--- src/rtl/rr_select_scheduler.sv ---
// Round-robin owner select for an 8-way one-hot select bus; registered outputs, req->grant latency 1 clk.
// No backpressure: owner holds until done, request drop or MAX_HOLD expiry, then one dead GAP cycle.
module rr_select_scheduler #(
    parameter int unsigned MAX_HOLD = 4,
    parameter int unsigned CNT_W    = 4
) (
    input  logic       clk,
    input  logic       rst_n,
    input  logic [7:0] req,
    input  logic       done,
    output logic       grant_valid,
    output logic [2:0] grant_idx,
    output logic [7:0] grant_oh,
    output logic       timeout
);

    typedef enum logic [1:0] {
        IDLE  = 2'd0,
        GRANT = 2'd1,
        GAP   = 2'd2
    } state_t;

    localparam logic [CNT_W-1:0] HOLD_LIMIT = CNT_W'(MAX_HOLD);

    state_t           state_q, state_d;
    logic [2:0]       last_ptr_q, last_ptr_d;
    logic [CNT_W-1:0] hold_cnt_q, hold_cnt_d;
    logic             grant_valid_q, grant_valid_d;
    logic [2:0]       grant_idx_q, grant_idx_d;
    logic [7:0]       grant_oh_q, grant_oh_d;
    logic             timeout_q, timeout_d;

    logic [2:0] winner;
    logic [2:0] cand;
    logic       found;
    logic       owner_req;
    logic       hold_max;
    logic       exit_grant;

    // Scan starts just past the previous owner, so it ends up with lowest priority.
    always_comb begin
        winner = last_ptr_q;
        cand   = '0;
        found  = 1'b0;
        for (int unsigned i = 1; i <= 8; i++) begin
            cand = last_ptr_q + 3'(i);
            if (!found && req[cand]) begin
                winner = cand;
                found  = 1'b1;
            end
        end
    end

    assign owner_req  = req[grant_idx_q];
    assign hold_max   = (hold_cnt_q == HOLD_LIMIT);
    assign exit_grant = done || !owner_req || hold_max;

    always_ff @(posedge clk or negedge rst_n) begin
        if (!rst_n) begin
            state_q       <= IDLE;
            last_ptr_q    <= 3'd7;
            hold_cnt_q    <= '0;
            grant_valid_q <= 1'b0;
            grant_idx_q   <= 3'd0;
            grant_oh_q    <= 8'd0;
            timeout_q     <= 1'b0;
        end else begin
            state_q       <= state_d;
            last_ptr_q    <= last_ptr_d;
            hold_cnt_q    <= hold_cnt_d;
            grant_valid_q <= grant_valid_d;
            grant_idx_q   <= grant_idx_d;
            grant_oh_q    <= grant_oh_d;
            timeout_q     <= timeout_d;
        end
    end

    always_comb begin
        state_d = state_q;
        case (state_q)
            IDLE:    if (|req) state_d = GRANT;
            GRANT:   if (exit_grant) state_d = GAP;
            GAP:     state_d = IDLE;
            default: state_d = IDLE;
        endcase
    end

    always_comb begin
        last_ptr_d    = last_ptr_q;
        hold_cnt_d    = hold_cnt_q;
        grant_valid_d = 1'b0;
        grant_idx_d   = grant_idx_q;
        grant_oh_d    = 8'd0;
        timeout_d     = 1'b0;
        case (state_q)
            IDLE: begin
                if (|req) begin
                    last_ptr_d    = winner;
                    hold_cnt_d    = CNT_W'(1);
                    grant_valid_d = 1'b1;
                    grant_idx_d   = winner;
                    grant_oh_d    = 8'b1 << winner;
                end
            end
            GRANT: begin
                if (exit_grant) begin
                    hold_cnt_d = '0;
                    // done and request drop outrank budget expiry.
                    timeout_d  = hold_max && !done && owner_req;
                end else begin
                    hold_cnt_d    = hold_cnt_q + CNT_W'(1);
                    grant_valid_d = 1'b1;
                    grant_oh_d    = grant_oh_q;
                end
            end
            default: begin
                hold_cnt_d = '0;
            end
        endcase
    end

    assign grant_valid = grant_valid_q;
    assign grant_idx   = grant_idx_q;
    assign grant_oh    = grant_oh_q;
    assign timeout     = timeout_q;

endmodule

--- config.mk ---
export PLATFORM = sky130hd
export DESIGN_NAME = rr_select_scheduler
export DESIGN_NICKNAME = d
export VERILOG_FILES = /design/src/rtl/rr_select_scheduler.sv
export SDC_FILE = /design/constraint.sdc
export NUM_CORES = 1
export LEC_CHECK = 0
export BUFFER_PORTS_ARGS = -buffer_cell sky130_fd_sc_hd__buf_2
export CORE_MARGIN = 2
export CORE_UTILIZATION = 35
export CTS_CLUSTER_DIAMETER = 40
export DETAILED_ROUTE_END_ITERATION = 7
export PLACE_DENSITY = 0.65
export SYNTH_ARGS = -nofsm -noshare
export SYNTH_HDL_FRONTEND = slang
export SYNTH_SLANG_ARGS = --single-unit
--- constraint.sdc ---
create_clock -name clk -period 3.1 [get_ports clk]
set_clock_uncertainty 0.05 [all_clocks]
set_input_delay 0.31 -clock clk [delete_from_list [all_inputs] [get_ports clk]]
set_output_delay 0.31 -clock clk [all_outputs]
set_load 0.01 [all_outputs]
After elaboration in Yosys (flattened, before gate mapping)
Index checks and enable logic that the tools add are counted.
- register bits after elaboration: 22
- bits of input ports: 11
- output and inout bits: 13
- logic and storage cells: 100
- shift operators: 1
- $lt $le $gt $ge: 9
- add/sub/neg operators: 8
- reductions and logical operators: 24
- equal/unequal tests: 4
- multiplexer cells: 47
- operators by type and width (operator ; number):
    3-bit by 4-bit < comparator with 1-bit output (second input constant) ; 9
    1-bit binary-select mux with 3-bit select ; 9
    3-bit 2-to-1 mux ; 8
    1-bit 2-to-1 mux ; 20
    8-bit 2-to-1 mux ; 2
    8-bit case mux with 2 select lines ; 1
    3-bit adder (second input constant) ; 4
    1-bit logical AND ; 9
    1-bit zero test ; 9
    4-bit 2-to-1 mux ; 2
    4-bit case mux with 2 select lines ; 1
    8-bit OR reduction ; 1
    1-bit by 3-bit << shifter with 8-bit output (first input constant) ; 1
    3-bit by 2-bit adder with 3-bit output (second input constant) ; 2
    4-bit by 1-bit adder with 4-bit output (second input constant) ; 1
    4-bit by 3-bit equality test with 1-bit output (second input constant) ; 1
    2-bit 2-to-1 mux ; 2
    2-bit inequality test (second input constant) ; 2
    2-bit case mux with 2 select lines ; 1
    2-bit AND reduction ; 2
    3-bit by 1-bit adder with 3-bit output (second input constant) ; 1
    2-bit by 1-bit equality test with 1-bit output (second input constant) ; 1
    2-bit zero test ; 1
    1-bit logical OR ; 2
    1-bit case mux with 2 select lines ; 1

Logic depth before layout (Yosys ltp)
Gate-level depths: netlist of the first run.
- depth in word-level cells: 28
- depth in mapped cells: 13
- mapped depth without buffers: 9

Least setup slack after synthesis of the first run
OpenSTA, ideal clock, no wires.
- kind: register to register
- from: reg last_ptr_q[1]
- to: reg grant_oh_q[1] (netlist: grant_oh[1])
- arrival time: 3.232 ns
- setup time: 0.095 ns
- required time: 2.955 ns
- stages on the path, launching flop included: 13
- path slack: -0.278 ns
- cells stage by stage: dfstp_2 > buf_2 > buf_2 > inv_1 > ha_1 > buf_4 > inv_1 > mux4_2 > nand3b_1 > nor3_1 > a211o_2 > mux2_4 > o31ai_1
- longest elaborated chain between the ends: 28
- elaborated cells between the ends (all ways): 55
- classes of those cells: add/sub (7); shift (1); mux (33); reduce/logical (14)
- RTL lines (item ; RTL line ; text):
    start, declared ; 26 ; logic [2:0] last_ptr_q, last_ptr_d;
    start signal, assigned ; 69 ; last_ptr_q <= last_ptr_d;
    3-bit by 1-bit adder with 3-bit output ; 46 ; cand = last_ptr_q + 3'(i);
    1-bit binary-select mux with 3-bit select ; 47 ; if (!found && req[cand]) begin
    1-bit 2-to-1 mux (not written as such) ; 47 ;
    1-bit 2-to-1 mux ; 47 ;
    1-bit zero test ; 47 ;
    1-bit logical AND ; 47 ;
    1-bit 2-to-1 mux ; 47 ;
    1-bit zero test ; 47 ;
    [... 12 more ...] ; - ;
    1-bit logical AND ; 47 ;
    1-bit 2-to-1 mux ; 47 ;
    1-bit zero test ; 47 ;
    1-bit logical AND ; 47 ;
    3-bit 2-to-1 mux * ; 47 ;
    1-bit by 3-bit << shifter with 8-bit output * ; 102 ; grant_oh_d = 8'b1 << winner;
    8-bit 2-to-1 mux * ; 97 ; if (|req) begin
    8-bit case mux with 2 select lines * ; 95 ; case (state_q)
    end signal, assigned ; 73 ; grant_oh_q <= grant_oh_d;
    end, declared ; 30 ; logic [7:0] grant_oh_q, grant_oh_d;
Mark *: on every way between the ends. The rest lies on a longest branch, timed or not. The select of a mux whose other input is x is not followed.
A chain may end at the register's enable or synchronous reset.

Worst setup path in the final report of the first run
- from: reg last_ptr_q[1]
- to: reg grant_oh_q[0] (netlist: grant_oh[0])
Same word-level chain as after synthesis.

==> key figures, run 1 <==
Finish
  – Share of cells above drive strength 1: 32.5%
  – Area growth syn-to-layout: 14.4%
  – # diodes: 0
  – Fin nets: 228

Timing
  – Slew @ Worst Pin: 530 ps
  – RSZ-0062 raised after global routing: true
  – Peak Freq: 0.336 GHz
  – Max-slew violation count: 0
  – Max-slew headroom: 64.4%
  – WHS: 175 ps
  – Endpoints failing hold: 0
  – # setup viols final: 0
  – Clock period minus worst slack: 2980 ps
  – Final period util: 96.0%

Critical path
  – Crit start category: register
  – Worst EP required: 3210 ps
  – Critical path capture point type: register
  – Crit-path max FO: 21
  – Type of the worst setup path: register to register
  – WP data arrival: 3080 ps

Floorplan
  – Starting Density: 36.0%
  – Die Area: 6290 µm²
  – Number of top-level pins: 24
  – Height of the die: 79.3 µm
  – Core Rows: 27
  – Core Footprint: 5510 µm²
  – DIE WIDTH: 79.3 µm

Clock network
  – Worst-path clk slew: 80 ps
  – Cts bufs inserted: 3
  – Root Buffer: clkbuf_8
  – Clock sink count: 22
  – Maximum clock path buffer count: 2
  – H-tree lvl count: 1
  – Worst skew pair latency: 260 ps
  – CTS tree: yes

Route
  – Drt drc: 0
  – Initial DRC count: 144
  – Final ANT Viol Nets: 0
  – Met3 WL: 189 µm
  – Metal2 WL: 2280 µm
  – Routed len/inst: 16.7 µm
  – Drt first pass iters: 4
  – Uppermost layer routed: met4
  – Via count: 1612
  – Drt via density: 5.68
  – DRT Wirelength: 4730 µm
  – M1 wire length: 2230 µm

Placed design
  – Routability cong.: 0.875
  – Port Buffers: 23
  – Detailed Place HPWL: 3530 µm

Synthesis
  – Mean Syn Cell Area: 10.7 µm²
  – Post-Syn Area: 1980 µm²
  – Top_reg_cell synth: dfrtp_1
  – Number of synthesized flops with an enable pin: 0
  – Library cells used by synthesis: 53
  – Syn. warnings: 0
  – Register bit total from synthesis: 22
  – Synth Instances: 186
  – Sequential-to-total area share from yosys stat: 27.9%
  – Syn_nets: 201
  – Asr flop ratio synth: 100%

GRT
  – Vias in the first global route: 1558
  – Initial antenna violation count: 0
  – Remaining Overflow, GRT: 0
  – Largest net degree at the start of global routing: 23
  – GRT Util Overall: 15.8%
  – First-pass GRT wire length: 7910 µm

Run status
  – Status: finished clean

Flow run
  – Max cap viols: 0

Hold path
  – Class of the tightest hold or removal check: input pin to register
-- cell usage after synthesis (3+ instances only) --
cell type	number	area, µm²
nor4_1	3	18.8
mux4_2	10	225
mux2_2	5	56.3
nor3_1	5	25.0
xor2_1	3	26.3
mux4_1	5	131
nor2_1	13	48.8
dfstp_2	3	78.8
o21ai_0	7	35.0
inv_1	7	26.3
ha_1	4	50.1
nand2_1	23	86.3
a21oi_1	3	15.0
nand3b_1	3	22.5
buf_2	3	15.0
mux2i_1	12	120
dfrtp_1	19	475
nand2b_1	4	25.0
mux2_1	4	45.0
a31oi_1	3	18.8
and2_1	3	18.8
-- cells in the final DEF (no fill, tap or decap), types with 4 or more instances in the layout --
master / Yosys / final
nand2_1: 23 / 23
buf_2: 3 / 23
dfrtp_1: 19 / 19
nor2_1: 13 / 13
mux2i_1: 12 / 12
mux4_2: 10 / 10
o21ai_0: 7 / 7
inv_1: 7 / 6
buf_4: 2 / 6
nor3_1: 5 / 5
mux4_1: 5 / 5
mux2_2: 5 / 5
nand2b_1: 4 / 4
mux2_1: 4 / 4
clkbuf_8: 0 / 4
-- per-layer routing --
metal	track usage [%]	vias to the layer above
met2	25.9	53
li1	-	769
met5	0	-
met3	1.02	4
met1	23.0	786
met4	3.79	0
-- worst paths after layout --
path / from / endpoint / slack (ps) / cells after the start
worst max-delay path: last_ptr_q[1] / grant_oh[0] / 120 / 8
worst min-delay path: done / timeout / 180 / 2
worst max register to register: last_ptr_q[1] / grant_oh[0] / 120 / 8
worst min register to register: grant_oh[2] / grant_oh[2] / 430 / 2
max in group asynchronous: rst_n / last_ptr_q[2] / 2160 / 2
min in group asynchronous: rst_n / grant_oh[0] / 490 / 2
-- flip-flops by register name, indices dropped and copies added, names as in the netlist --
name / count
state_q: 2
grant_idx: 3
grant_oh: 8
last_ptr_q: 3
grant_valid: 1
hold_cnt_q: 4
timeout: 1
-- final cells by class --
class	count	area, µm²
inverters	8	40.0
repair buffers	32	196
multi-input cells	146	1330
fillers	557	3240
flip-flops and latches	22	554
well taps	72	90.1
clock buffers	4	55.1
-- stage by stage --
step / setup TNS [ps] / utilization [%] / worst slack [ps] / cells / area (µm²)
after global routing: -41.8 / 41.2 / -41.8 / 284 / 2270
after global placement: -76.1 / 39.4 / -48.5 / 279 / 2170
after floorplan: 0 / - / 25.2 / 186 / 2000
final: 0 / 41.2 / 124 / 284 / 2270
after detailed placement: -276 / 39.4 / -86.2 / 279 / 2170
after CTS: 0 / 40.9 / 14.3 / 284 / 2250
-- logic make-up (layout without fill, tap and decap cells) --
group	after synthesis	in the layout	synth area share [%]
AOI/OAI and AO/OA	39	39	15.6
xor gates and xnor gates	6	6	3.03
adders and majority gates	4	4	2.52
buffers and inverters	18	44	5.99
DFF	22	22	27.9
muxes	38	38	31.0
and+or+nand+nor	59	59	13.9
-- critical path, stage by stage, from the launching register on --
cell      delay (ps)
dfstp_2          550
buf_8            190
mux4_2           510
mux2_2           320
nand4b_1         240
a311o_1          390
a22oi_2          170
o21ai_2          120
o41ai_2          330
-- timing repair --
item | CTS | global route
setup endpoints to repair | 10 | 12
hold endpoints to repair | 19 | 0
setup buffers | 0 | 0
hold buffers | 1 | 0
pin swaps | 0 | 1
resized for setup | 2 | 6
cloned | 0 | 0
Power of run 1 is not shown: default switching activity piles up to over one toggle a cycle in this logic, so the estimate is an artifact.
==> inputs of run 2 (changes only) <==
Settings changed: CORE_ASPECT_RATIO set to 1.4, CTS_CLUSTER_DIAMETER 40 to not set.
==> key figures, run 2 (synthesis gave the netlist of run 1 again) <==
Critical path
  – Setup crit end: grant_oh[0] (unchanged)
  – Reg-to-reg endpoint: grant_oh[0] (unchanged)
  – Critical path capture point type: register (unchanged)
  – Crit-path max FO: 16 (was 21)
  – WP data arrival: 3050 ps (was 3080 ps)
  – Worst EP required: 3200 ps (was 3210 ps)
  – Crit start category: register (unchanged)
  – Crit. Startpoint: last_ptr_q[1] (unchanged)
  – R2r startpoint: last_ptr_q[1] (unchanged)
  – Worst R2R Path Depth: 8 (unchanged)
  – CP peak stage delay: 540 ps (was 550 ps)
  – Type of the worst setup path: register to register (unchanged)
  – Slowest CP cell: dfstp_2 (unchanged)
  – Reg2reg setup slack: 150 ps (was 120 ps)
  – Critical Path, Cell by Cell: buf_6, mux4_2, mux2_2, nand4b_1, a311o_1, a22oi_2, o21ai_2, o41ai_2 (was buf_8, mux4_2, mux2_2, nand4b_1, a311o_1, a22oi_2, o21ai_2, o41ai_2)

Route
  – Final ANT Viol Nets: 0 (unchanged)
  – Drt via density: 5.88 (was 5.68)
  – Routed len/inst: 16.8 µm (was 16.7 µm)
  – Via count: 1659 (was 1612)
  – DRT Wirelength: 4730 µm (about the same)
  – Initial DRC count: 207 (was 144)
  – Drt drc: 0 (unchanged)
  – Drt first pass iters: 4 (unchanged)

Clock network
  – Clock sink count: 22 (unchanged)
  – Cts bufs inserted: 3 (unchanged)
  – CTS tree: yes (unchanged)
  – Worst skew pair latency: 260 ps (about the same)
  – Worst-path clk slew: 80 ps (about the same)
  – Maximum clock path buffer count: 2 (unchanged)
  – H-tree lvl count: 1 (unchanged)
  – Post-CTS Setup Bufs: 0 (unchanged)
  – Root Buffer: clkbuf_8 (unchanged)

Timing
  – Max-slew headroom: 65.9% (was 64.4%)
  – # setup viols final: 0 (unchanged)
  – Max-slew violation count: 0 (unchanged)
  – Final period util: 95.1% (was 96.0%)
  – Peak Freq: 0.339 GHz (was 0.336 GHz)
  – Slew @ Worst Pin: 497 ps (was 530 ps)
  – TNS Setup: 0 ps (unchanged)
  – RSZ-0062 raised after global routing: false (was true)
  – Endpoints failing hold: 0 (unchanged)
  – Clock period minus worst slack: 2950 ps (was 2980 ps)

GRT
  – Remaining Overflow, GRT: 0 (unchanged)
  – Vias in the first global route: 1623 (was 1558)
  – Largest net degree at the start of global routing: 23 (unchanged)
  – First-pass GRT wire length: 7920 µm (was 7910 µm)
  – GRT Util Overall: 16.2% (was 15.8%)
  – Initial antenna violation count: 0 (unchanged)

Flow run
  – Max cap viols: 0 (unchanged)

Placed design
  – Port Buffers: 23 (unchanged)
  – Detailed Place HPWL: 3600 µm (was 3530 µm)
  – Routability cong.: 0.900 (was 0.875)

Floorplan
  – Die Area: 6300 µm² (was 6290 µm²)
  – Core Rows: 32 (was 27)
  – Starting Density: 36.2% (was 36.0%)
  – Number of top-level pins: 24 (unchanged)
  – DIE WIDTH: 67.6 µm (was 79.3 µm)
  – Core Footprint: 5490 µm² (was 5510 µm²)
  – Height of the die: 93.1 µm (was 79.3 µm)

Hold path
  – Class of the tightest hold or removal check: input pin to register (unchanged)
  – Hold-critical path depth: 2 (unchanged)

Finish
  – Share of cells above drive strength 1: 32.7% (was 32.5%)
  – Fin nets: 230 (was 228)
  – Area growth syn-to-layout: 14.2% (was 14.4%)
  – # diodes: 0 (unchanged)
  – Most frequent cells in the layout: nand2_1 (23), buf_2 (23), dfrtp_1 (19), nor2_1 (13) (was nand2_1 (23), buf_2 (23), dfrtp_1 (19), nor2_1 (13), mux2i_1 (12))
  – Max FFs per register: 8 (unchanged)
  – Final Util: 41.3% (was 41.2%)

Run status
  – Status: finished clean (unchanged)
run 2: worst min-delay path by stage:
stage                    endpoint  slack (ps)   from
global placement    hold_cnt_q[3]         250  rst_n
global route              timeout         190   done
detailed placement    grant_valid         260  rst_n
CTS                       timeout         190   done
floorplan            grant_idx[0]         -40  rst_n
finish                    timeout         190   done
run 2: layout make-up:
class	count	area, µm²
Sequential cell	22	554
Timing Repair Buffer	34	208
Fill cell	534	3220
Inverter	8	40.0
Clock buffer	4	45.0
Tap cell	68	85.1
Multi-Input combinational cell	146	1340
run 2: critical path: cells and delay by family, from the launching register on:
| kind | cells | cell delay (ps) |
|---|---|---|
| AOI/OAI and AO/OA | 4 | 1000 |
| buffers and inverters | 1 | 180 |
| DFF | 1 | 540 |
| muxes | 2 | 830 |
| and+or+nand+nor | 1 | 240 |
run 2: timing repair:
item                                    CTS  global route
hold buffers                              1             0
gates resized for setup                   0             7
endpoints found under the hold margin    19             0
endpoints found under the setup margin    0            10
run 2: layer usage:
metal  GRT usage (%)  vias to the layer above  wire, µm  part of all wire [%]
met4            6.29                        0       126                   2.7
met2            27.1                       51      2430                    51
met1            20.8                      826      1990                    42
li1                -                      771         -                     -
met5               0                        -         0                     0
met3            1.81                       11       190                   4.0
run 2: metrics by stage:
stage / cell area (µm²) / setup WS (ps) / hold slack (ps) / instances
2_1_floorplan: 2000 / 25.2 / -35.6 / 186
3_3_place_gp: 2180 / 104 / 247 / 277
3_5_place_dp: 2180 / 115 / 258 / 277
4_1_cts: 2240 / 61.7 / 192 / 282
5_1_grt: 2270 / 9.28 / 186 / 282
6_report: 2270 / 152 / 188 / 282
Power of run 2 is left out for the same reason.
==> inputs of run 3 (changes only) <==
Settings changed: REMOVE_ABC_BUFFERS set to 1.
==> key figures, run 3 (synthesis gave the netlist of run 1 again) <==
Finish
  – Final Util: 42.6% (was 41.3%)
  – Most frequent cells in the layout: nand2_1 (23), buf_2 (23), dfrtp_1 (19), buf_4 (15) (was nand2_1 (23), buf_2 (23), dfrtp_1 (19), nor2_1 (13))
  – Fin nets: 236 (was 230)
  – Max FFs per register: 8 (unchanged)
  – Share of cells above drive strength 1: 33.6% (was 32.7%)
  – Post-route cell area: 2330 µm² (was 2270 µm²)
  – Fill cells: 538 (was 534)
  – # diodes: 0 (unchanged)
  – FF+latch area: 554 µm² (unchanged)
  – Area growth syn-to-layout: 17.7% (was 14.2%)
  – Area occupied by multi-input gates: 1340 µm² (about the same)

Clock network
  – Clock sink count: 22 (unchanged)
  – CTS tree: yes (unchanged)
  – Worst skew pair latency: 260 ps (about the same)
  – Maximum clock path buffer count: 2 (unchanged)
  – H-tree lvl count: 1 (unchanged)
  – Cts bufs inserted: 3 (unchanged)
  – Root Buffer: clkbuf_8 (unchanged)
  – Worst-path clk slew: 80 ps (about the same)

Floorplan
  – Die Area: 6300 µm² (unchanged)
  – DIE WIDTH: 67.6 µm (unchanged)
  – Starting Density: 36.2% (unchanged)
  – Number of top-level pins: 24 (unchanged)
  – Height of the die: 93.1 µm (unchanged)
  – Core Rows: 32 (unchanged)
  – Core Footprint: 5490 µm² (unchanged)

Hold path
  – Class of the tightest hold or removal check: input pin to register (unchanged)

GRT
  – Vias in the first global route: 1667 (was 1623)
  – Initial antenna violation count: 0 (unchanged)
  – Largest net degree at the start of global routing: 23 (unchanged)
  – Remaining Overflow, GRT: 0 (unchanged)
  – GRT Util Overall: 16.3% (was 16.2%)
  – First-pass GRT wire length: 7990 µm (was 7920 µm)

Timing
  – RSZ-0062 raised after global routing: true (was false)
  – Endpoints failing hold: 0 (unchanged)
  – WHS: 177 ps (was 188 ps)
  – # setup viols final: 0 (unchanged)
  – TNS Setup: 0 ps (unchanged)
  – Clock period minus worst slack: 3010 ps (was 2950 ps)
  – Final period util: 97.1% (was 95.1%)
  – Peak Freq: 0.332 GHz (was 0.339 GHz)
  – Max-slew headroom: 64.9% (was 65.9%)
  – Max-slew violation count: 0 (unchanged)
  – Slew @ Worst Pin: 522 ps (was 497 ps)

Flow run
  – Max cap viols: 0 (unchanged)

Critical path
  – Type of the worst setup path: register to register (unchanged)
  – Worst EP required: 3210 ps (was 3200 ps)
  – Crit-path max FO: 5 (was 16)
  – Critical path capture point type: register (unchanged)
  – WP data arrival: 3120 ps (was 3050 ps)
  – Crit start category: register (unchanged)

Route
  – Drt via density: 5.75 (was 5.88)
  – Routed len/inst: 16.8 µm (about the same)
  – Drt drc: 0 (unchanged)
  – Initial DRC count: 123 (was 207)
  – Final ANT Viol Nets: 0 (unchanged)
  – DRT Wirelength: 4840 µm (was 4730 µm)
  – Via count: 1656 (was 1659)
  – Drt first pass iters: 5 (was 4)

Run status
  – Status: finished clean (unchanged)

Placed design
  – Port Buffers: 23 (unchanged)
  – Detailed Place HPWL: 3740 µm (was 3600 µm)
  – Routability cong.: 0.945 (was 0.900)
  – Placed Area: 2230 µm² (was 2180 µm²)
[run 3: cell count changes in the layout (fill, tap and decap cells not counted), moves of 2 or more]
| cell | delta |
|---|---|
| buf_4 | +7 |
| buf_6 | -2 |
| mux2i_2 | -2 |
| mux2i_1 | +2 |
[run 3: per-layer routing]
layer / GRT usage (%) / wire, µm / share of wire, % / vias up
met3: 1.44 / 170 / 3.5 / 8
li1: - / - / - / 784
met5: 0 / 0 / 0 / -
met1: 20.4 / 2030 / 42 / 822
met4: 5.10 / 91 / 1.9 / 0
met2: 28.8 / 2550 / 53 / 42
[run 3: layout make-up]
type                       count  share of cell area, %
sequential                    22                   23.7
inverter                       8                   1.88
tap                           68                   3.64
timing repair buffer          40                   11.0
clock buffer                   4                   2.36
multi-input combinational    146                   57.3
[run 3: critical path, stage by stage, from the launching register on]
cell	delay (ps)
dfstp_2	530
bufinv_8	170
ha_2	360
buf_4	150
mux4_2	350
and2_1	180
o21bai_1	190
a211o_2	380
mux2_4	330
o31ai_1	220
[run 3: metrics by stage]
stage	setup slack [ps]	std cells
after floorplan	-244	176
after global routing	-8.71	288
after detailed placement	36.9	281
after global placement	79.0	281
after CTS	21.4	286
final	91.4	288
[run 3: final timing paths]
check / start / endpoint / slack, ps / cells past startpoint
worst max-delay path: last_ptr_q[0] / grant_oh[1] / 90 / 9
worst min-delay path: done / timeout / 180 / 2
worst max register to register: last_ptr_q[0] / grant_oh[1] / 90 / 9
worst min register to register: grant_oh[0] / grant_oh[0] / 440 / 2
max in group asynchronous: rst_n / last_ptr_q[0] / 2150 / 2
min in group asynchronous: rst_n / hold_cnt_q[3] / 480 / 2
[run 3: repair_timing]
item | in CTS | in global routing
hold endpoints to repair | 19 | 0
pin swaps | 0 | 3
hold buffers | 1 | 0
resized for setup | 1 | 4
setup buffers | 0 | 2
endpoints found under the setup margin | 1 | 9
Power of run 3 is left out for the same reason.
